<file path="config.mk">
export PLATFORM = sky130hd
export DESIGN_NAME = collision_scheduler
export DESIGN_NICKNAME = d
export VERILOG_FILES = /design/src/rtl/collision_scheduler_pkg.sv /design/src/rtl/collision_pair_check.sv /design/src/rtl/collision_scheduler.sv
export SDC_FILE = /design/constraint.sdc
export NUM_CORES = 1
export LEC_CHECK = 0
export CAP_MARGIN = 25
export CELL_PAD_IN_SITES_DETAIL_PLACEMENT = 1
export CELL_PAD_IN_SITES_GLOBAL_PLACEMENT = 2
export CORE_MARGIN = 8
export CORE_UTILIZATION = 32
export DETAILED_ROUTE_END_ITERATION = 10
export PLACE_DENSITY_LB_ADDON = 0.1
export SLEW_MARGIN = 0
export SYNTH_ARGS = -nofsm -noshare
export SYNTH_HDL_FRONTEND = slang
export SYNTH_HIERARCHICAL = 1
export SYNTH_SLANG_ARGS = --single-unit
</file>
<file path="constraint.sdc">
create_clock -name clk -period 26.2 [get_ports clk]
set_input_delay 3.93 -clock clk [delete_from_list [all_inputs] [get_ports clk]]
set_output_delay 3.93 -clock clk [all_outputs]
set_load 0.05 [all_outputs]
</file>
<file path="src/rtl/collision_scheduler_pkg.sv">
// Shared types and box arithmetic for the T-rex collision sequencer.
// Boxes are relative {x,y,w,h}, 11-bit signed fields; positions are 12-bit signed.
package collision_scheduler_pkg;

  localparam int SLOT_W  = 2;
  localparam int CNT_W   = 3;
  localparam int POS_W   = 12;
  localparam int FIELD_W = 11;

  typedef struct packed {
    logic signed [FIELD_W-1:0] x;
    logic signed [FIELD_W-1:0] y;
    logic signed [FIELD_W-1:0] w;
    logic signed [FIELD_W-1:0] h;
  } collision_box_t;

  typedef struct packed {
    logic signed [POS_W-1:0] x;
    logic signed [POS_W-1:0] y;
    logic signed [POS_W-1:0] w;
    logic signed [POS_W-1:0] h;
  } adj_box_t;

  typedef enum logic [2:0] {
    IDLE,
    FETCH_OBS,
    OUTER,
    FETCH_BOX,
    INNER,
    DONE
  } state_t;

  // Moves a relative box to absolute coordinates; the 12-bit add wraps.
  function automatic adj_box_t box_adjust(collision_box_t b,
                                          logic signed [POS_W-1:0] px,
                                          logic signed [POS_W-1:0] py);
    adj_box_t r;
    r.x = {b.x[FIELD_W-1], b.x} + px;
    r.y = {b.y[FIELD_W-1], b.y} + py;
    r.w = {b.w[FIELD_W-1], b.w};
    r.h = {b.h[FIELD_W-1], b.h};
    return r;
  endfunction

  // Strict overlap: boxes that only share an edge do not collide.
  function automatic logic box_compare(adj_box_t a, adj_box_t b);
    logic signed [POS_W-1:0] a_x2;
    logic signed [POS_W-1:0] a_y2;
    logic signed [POS_W-1:0] b_x2;
    logic signed [POS_W-1:0] b_y2;
    a_x2 = a.x + a.w;
    a_y2 = a.y + a.h;
    b_x2 = b.x + b.w;
    b_y2 = b.y + b.h;
    return (a.x < b_x2) && (a_x2 > b.x) && (a.y < b_y2) && (a_y2 > b.y);
  endfunction

endpackage

</file>
<file path="src/rtl/collision_pair_check.sv">
// Combinational box-pair test: places both boxes at their owners' positions
// and reports strict overlap. Shared between the outer and detail passes.
module collision_pair_check
  import collision_scheduler_pkg::*;
(
  input  logic [43:0]        i_box_a,
  input  logic signed [11:0] i_ax,
  input  logic signed [11:0] i_ay,
  input  logic [43:0]        i_box_b,
  input  logic signed [11:0] i_bx,
  input  logic signed [11:0] i_by,
  output logic               o_overlap
);

  adj_box_t w_a;
  adj_box_t w_b;

  always_comb begin
    w_a       = box_adjust(collision_box_t'(i_box_a), i_ax, i_ay);
    w_b       = box_adjust(collision_box_t'(i_box_b), i_bx, i_by);
    o_overlap = box_compare(w_a, w_b);
  end

endmodule

</file>
<file path="src/rtl/collision_scheduler.sv">
// Per-frame collision sequencer: coarse outer-box scan over every obstacle slot,
// then a detail-pair walk through one shared comparator when the outer boxes meet.
module collision_scheduler
  import collision_scheduler_pkg::*;
#(
  parameter int MAX_OBSTACLES  = 3,
  parameter int MAX_TREX_BOXES = 6,
  parameter int MAX_OBS_BOXES  = 5
) (
  input  logic               clk,
  input  logic               rst_n,
  input  logic               start,
  input  logic signed [11:0] trex_x,
  input  logic signed [11:0] trex_y,
  input  logic [43:0]        trex_outer,
  input  logic [2:0]         trex_box_cnt,
  output logic [1:0]         obs_idx,
  input  logic               obs_valid,
  input  logic signed [11:0] obs_x,
  input  logic signed [11:0] obs_y,
  input  logic [43:0]        obs_outer,
  input  logic [2:0]         obs_box_cnt,
  output logic [2:0]         trex_box_addr,
  input  logic [43:0]        trex_box,
  output logic [2:0]         obs_box_addr,
  input  logic [43:0]        obs_box,
  output logic               busy,
  output logic               done,
  output logic               hit
);

  state_t r_state;
  state_t w_next;

  logic [SLOT_W-1:0]       r_obs_idx;
  logic [CNT_W-1:0]        r_j;
  logic [CNT_W-1:0]        r_k;
  logic                    r_hit;

  logic signed [11:0]      r_trex_x;
  logic signed [11:0]      r_trex_y;
  logic [43:0]             r_trex_outer;
  logic [CNT_W-1:0]        r_trex_cnt;
  logic signed [11:0]      r_obs_x;
  logic signed [11:0]      r_obs_y;
  logic [CNT_W-1:0]        r_obs_cnt;

  logic                    w_inner;
  logic [43:0]             w_box_a;
  logic [43:0]             w_box_b;
  logic signed [11:0]      w_bx;
  logic signed [11:0]      w_by;
  logic                    w_overlap;
  logic                    w_outer_go;
  logic                    w_last_slot;
  logic [CNT_W-1:0]        w_j_inc;
  logic [CNT_W-1:0]        w_k_inc;
  logic                    w_k_wrap;
  logic                    w_last_pair;
  logic [CNT_W-1:0]        w_trex_cnt_clamp;
  logic [CNT_W-1:0]        w_obs_cnt_clamp;

  // Counts beyond the ROM depth would address boxes that do not exist.
  assign w_trex_cnt_clamp = (trex_box_cnt > CNT_W'(MAX_TREX_BOXES)) ?
                            CNT_W'(MAX_TREX_BOXES) : trex_box_cnt;
  assign w_obs_cnt_clamp  = (obs_box_cnt > CNT_W'(MAX_OBS_BOXES)) ?
                            CNT_W'(MAX_OBS_BOXES) : obs_box_cnt;

  assign w_inner = (r_state == INNER);
  assign w_box_a = w_inner ? trex_box : r_trex_outer;
  assign w_box_b = w_inner ? obs_box  : obs_outer;
  assign w_bx    = w_inner ? r_obs_x  : obs_x;
  assign w_by    = w_inner ? r_obs_y  : obs_y;

  collision_pair_check u_pair_check (
    .i_box_a   (w_box_a),
    .i_ax      (r_trex_x),
    .i_ay      (r_trex_y),
    .i_box_b   (w_box_b),
    .i_bx      (w_bx),
    .i_by      (w_by),
    .o_overlap (w_overlap)
  );

  assign w_outer_go  = obs_valid && w_overlap && (r_trex_cnt != '0) && (obs_box_cnt != '0);
  assign w_last_slot = (r_obs_idx == SLOT_W'(MAX_OBSTACLES - 1));
  assign w_j_inc     = r_j + CNT_W'(1);
  assign w_k_inc     = r_k + CNT_W'(1);
  assign w_k_wrap    = (w_k_inc == r_obs_cnt);
  assign w_last_pair = w_k_wrap && (w_j_inc == r_trex_cnt);

  always_ff @(posedge clk) begin
    if (!rst_n) begin
      r_state   <= IDLE;
      r_obs_idx <= '0;
      r_j       <= '0;
      r_k       <= '0;
      r_hit     <= 1'b0;
    end else begin
      r_state <= w_next;
      case (r_state)
        IDLE: begin
          if (start) begin
            r_hit     <= 1'b0;
            r_obs_idx <= '0;
          end
        end
        OUTER: begin
          if (w_outer_go) begin
            r_j <= '0;
            r_k <= '0;
          end else if (!w_last_slot) begin
            r_obs_idx <= r_obs_idx + SLOT_W'(1);
          end
        end
        INNER: begin
          if (w_overlap) begin
            r_hit <= 1'b1;
          end else if (w_k_wrap) begin
            r_k <= '0;
            r_j <= w_j_inc;
            if (w_last_pair && !w_last_slot) begin
              r_obs_idx <= r_obs_idx + SLOT_W'(1);
            end
          end else begin
            r_k <= w_k_inc;
          end
        end
        default: ;
      endcase
    end
  end

  // Operand latches carry no reset: they are always written before use.
  always_ff @(posedge clk) begin
    if (r_state == IDLE && start) begin
      r_trex_x     <= trex_x;
      r_trex_y     <= trex_y;
      r_trex_outer <= trex_outer;
      r_trex_cnt   <= w_trex_cnt_clamp;
    end
    if (r_state == OUTER && w_outer_go) begin
      r_obs_x   <= obs_x;
      r_obs_y   <= obs_y;
      r_obs_cnt <= w_obs_cnt_clamp;
    end
  end

  always_comb begin
    w_next = r_state;
    case (r_state)
      IDLE:      if (start) w_next = FETCH_OBS;
      FETCH_OBS: w_next = OUTER;
      OUTER: begin
        if (w_outer_go)       w_next = FETCH_BOX;
        else if (w_last_slot) w_next = DONE;
        else                  w_next = FETCH_OBS;
      end
      FETCH_BOX: w_next = INNER;
      INNER: begin
        if (w_overlap)        w_next = DONE;
        else if (!w_last_pair) w_next = FETCH_BOX;
        else if (w_last_slot) w_next = DONE;
        else                  w_next = FETCH_OBS;
      end
      DONE:      w_next = IDLE;
      default:   w_next = IDLE;
    endcase
  end

  always_comb begin
    busy          = (r_state != IDLE) && (r_state != DONE);
    done          = (r_state == DONE);
    hit           = r_hit;
    obs_idx       = r_obs_idx;
    trex_box_addr = r_j;
    obs_box_addr  = r_k;
  end

endmodule

</file>
==> out/qor.yml <==
io_buffer_count: 244
fp.dieH_um: 191
status: "completed"
use_met3: 0.0323
cts_tree: "done"
syn-mean-instance-area_um2: 8.54
synth_flop_cell: "edfxtp_1"
yosysUniqueCellTypes: 63
ff_latch_area_um2: 3180
yosys-top-cells-count: "365 x nand2_1, 141 x ha_1, 98 x edfxtp_1"
gr-usage-all-layers: 0.166
slew_headroom: 0.320
place_hpwl_um: 24800
syn_inst: 1153
clk_pin_slew_ns: 0.08
hold-path-cell-count: 2
design_power_total_mw: 0.724
postRouteAntennaNets: 0
dpl_cell_area_um2: 12700
clock_sinks: 110
maxSlewViolCount: 0
grt_pass1_wl_um: 48800
overflow: 0
setup-tns-final_ns: 0
hold_class: "reg2reg"
met1_usage: 0.188
synth_simple_gate_area_frac: 0.220
fill_cells: 3608
fin_area_um2: 13000
coreArea_um2: 30400
worstPathArrival_ns: 10.40
synth_top_area_frac: 0.299
path_class: "in2reg"
period_share: 0.386
antenna_found_initial: 1
synth-compound-area-share: 0.134
p_leak_nw: 5.64
n_antenna_cell: 0
h-tree-depth: 3
dr.pass1.iters: 4
finalClockSkew_ns: 0.00985
wirelength_um: 30300
r2r_start: "r_state[2]"
synthAdderAreaFrac: 0.195
crit_fanout: 31
boundaryPins: 245
reg2regPathDepth: 32
synth_xor_area_frac: 0.0916
slowest_delay_ns: 0.51
grt_max_degree: 73
synth_top_family_by_area: "simple AND/OR/NAND/NOR gates"
muxShareOfSynthArea: 0.00318
whs_ns: 0.504
place_ws_ns: 15.71
vias: 8727
synthesis.area_um2: 9850
cts.repair.resized: 0
finalSetupViolCount: 0
crit_path_end_kind: "flop"
slowest_stage: "or4_1"
holdBufCountCts: 0
cts_setup_buffers: 0
yosys.area.top_type: "edfxtp_1"
synth.area.top_cells: "edfxtp_1 30%, ha_1 18%, nand2_1 14%"
hold_viol_final: 0
yosys.cell_count.top_type: "nand2_1"
holdCritStartpoint: "obs_idx[1]"
start_util: 0.324
num_rows: 64
die_w_um: 191
synth_enable_flop_cells: 98
met2_usage: 0.316
start_kind: "input pin"
ir_drop_uv: 33.1
cp-startpoint: "trex_box[33]"
multi_input_area_um2: 6360
drc: 0
tightest_slew_ns: 1.02
cts.path.max_buffers: 2
synth.yosys.seq_area_share: 0.323
clock_latency_ns: 0.36
dieArea_um2: 36600
maxCapViolations: 0
power_density_nw_per_um2: 55.6
ys_ff_latch: 110
wire_per_inst_um: 17.0
layout-drive-gt1-share: 0.0260
first_iter_violations: 284
grt_pass1_vias: 9547
grt.busiest_layer: "met2"
numCtsBuffers: 9
cts_root_buf: "clkbuf_16"
async_flop_share: 0
vias_per_cell: 4.89
yosys_warnings: 6
setup_ws_ns: 16.09
place.gp.congestion: 0.793
fmax_ghz: 0.0989
synth_nets: 1536
crit_required_ns: 26.49
area_growth_pct: 32.3
period_needed_ns: 10.11
rsz0062_at_grt: "no"
nNetsFinal: 1766
## cell families after synthesis
family / after synthesis
AND/OR/NAND/NOR: 509
AO/OA/AOI/OAI: 201
adder cells (fa/ha/maj): 149
flip-flops: 110
XOR/XNOR: 99
buffers and inverters: 82
multiplexers: 3
## layout make-up
cell class / count / area share
Timing Repair Buffer: 251 / 0.192
Clock inverter: 6 / 0.00615
Multi-Input combinational cell: 961 / 0.488
Tap cell: 396 / 0.0380
Clock buffer: 9 / 0.0173
Sequential cell: 110 / 0.244
Inverter: 50 / 0.0144
## where the power goes
part | internal [mW] | total, mW | leakage (nW) | switching, mW
Clock | 0.0760 | 0.148 | 0.151 | 0.0721
Sequential | 0.201 | 0.204 | 1.02 | 0.00293
Combinational | 0.178 | 0.372 | 4.47 | 0.195
Total | 0.454 | 0.724 | 5.64 | 0.270
## per-layer routing
layer  wire [µm]  part of all wire
met4         356             0.012
met5          10           0.00033
met1       12600              0.42
met3        1110             0.037
met2       16200              0.54
## worst max-delay path: cells and delay by family
| family | cells | cell delay, ns |
|---|---|---|
| AND/OR/NAND/NOR | 11 | 2.38 |
| AO/OA/AOI/OAI | 8 | 1.44 |
| adder cells (fa/ha/maj) | 4 | 1.33 |
| buffers and inverters | 3 | 0.83 |
| XOR/XNOR | 3 | 0.49 |
## flip-flops by register name, summed over array words and instances, names as in the netlist
| name | flops |
|---|---|
| r_trex_outer | 44 |
| r_obs_x | 12 |
| r_obs_y | 12 |
| r_trex_x | 12 |
| r_trex_y | 12 |
| obs_box_addr | 3 |
| r_obs_cnt | 3 |
| r_state | 3 |
| r_trex_cnt | 3 |
| trex_box_addr | 3 |
| obs_idx | 2 |
| hit | 1 |
## worst paths after layout
| kind | slack [ns] | end |
|---|---|---|
| max | 16.09 | obs_idx[1] |
| min | 0.50 | obs_idx[1] |
| max reg2reg | 18.27 | obs_idx[0] |
| min reg2reg | 0.50 | obs_idx[1] |
## layout by cell type (no fill, tap or decap), drive strengths merged, types with 5 or more instances in the layout
cell type      instances
nand2                365
clkdlybuf4s50        244
ha                   141
edfxtp                98
xnor2                 62
a21oi                 54
inv                   52
nor2                  41
o21ai                 41
xor2                  35
a21o                  26
nand2b                21
a211oi                14
nor3                  14
dfxtp                 12
or3                   11
nor2b                 10
nand4                 10
clkbuf                 9
o21bai                 9
a31oi                  8
a311oi                 8
fa                     8
buf                    7
o31ai                  7
nand3                  6
nor4                   6
o211ai                 5
## stage by stage
stage | utilization | std cells
final | 0.428 | 1783
after global routing | 0.428 | 1783
after CTS | 0.428 | 1783
after detailed placement | 0.418 | 1768
after global placement | 0.418 | 1768
after floorplan | - | 1153
Power figures use the tool's default switching activity.
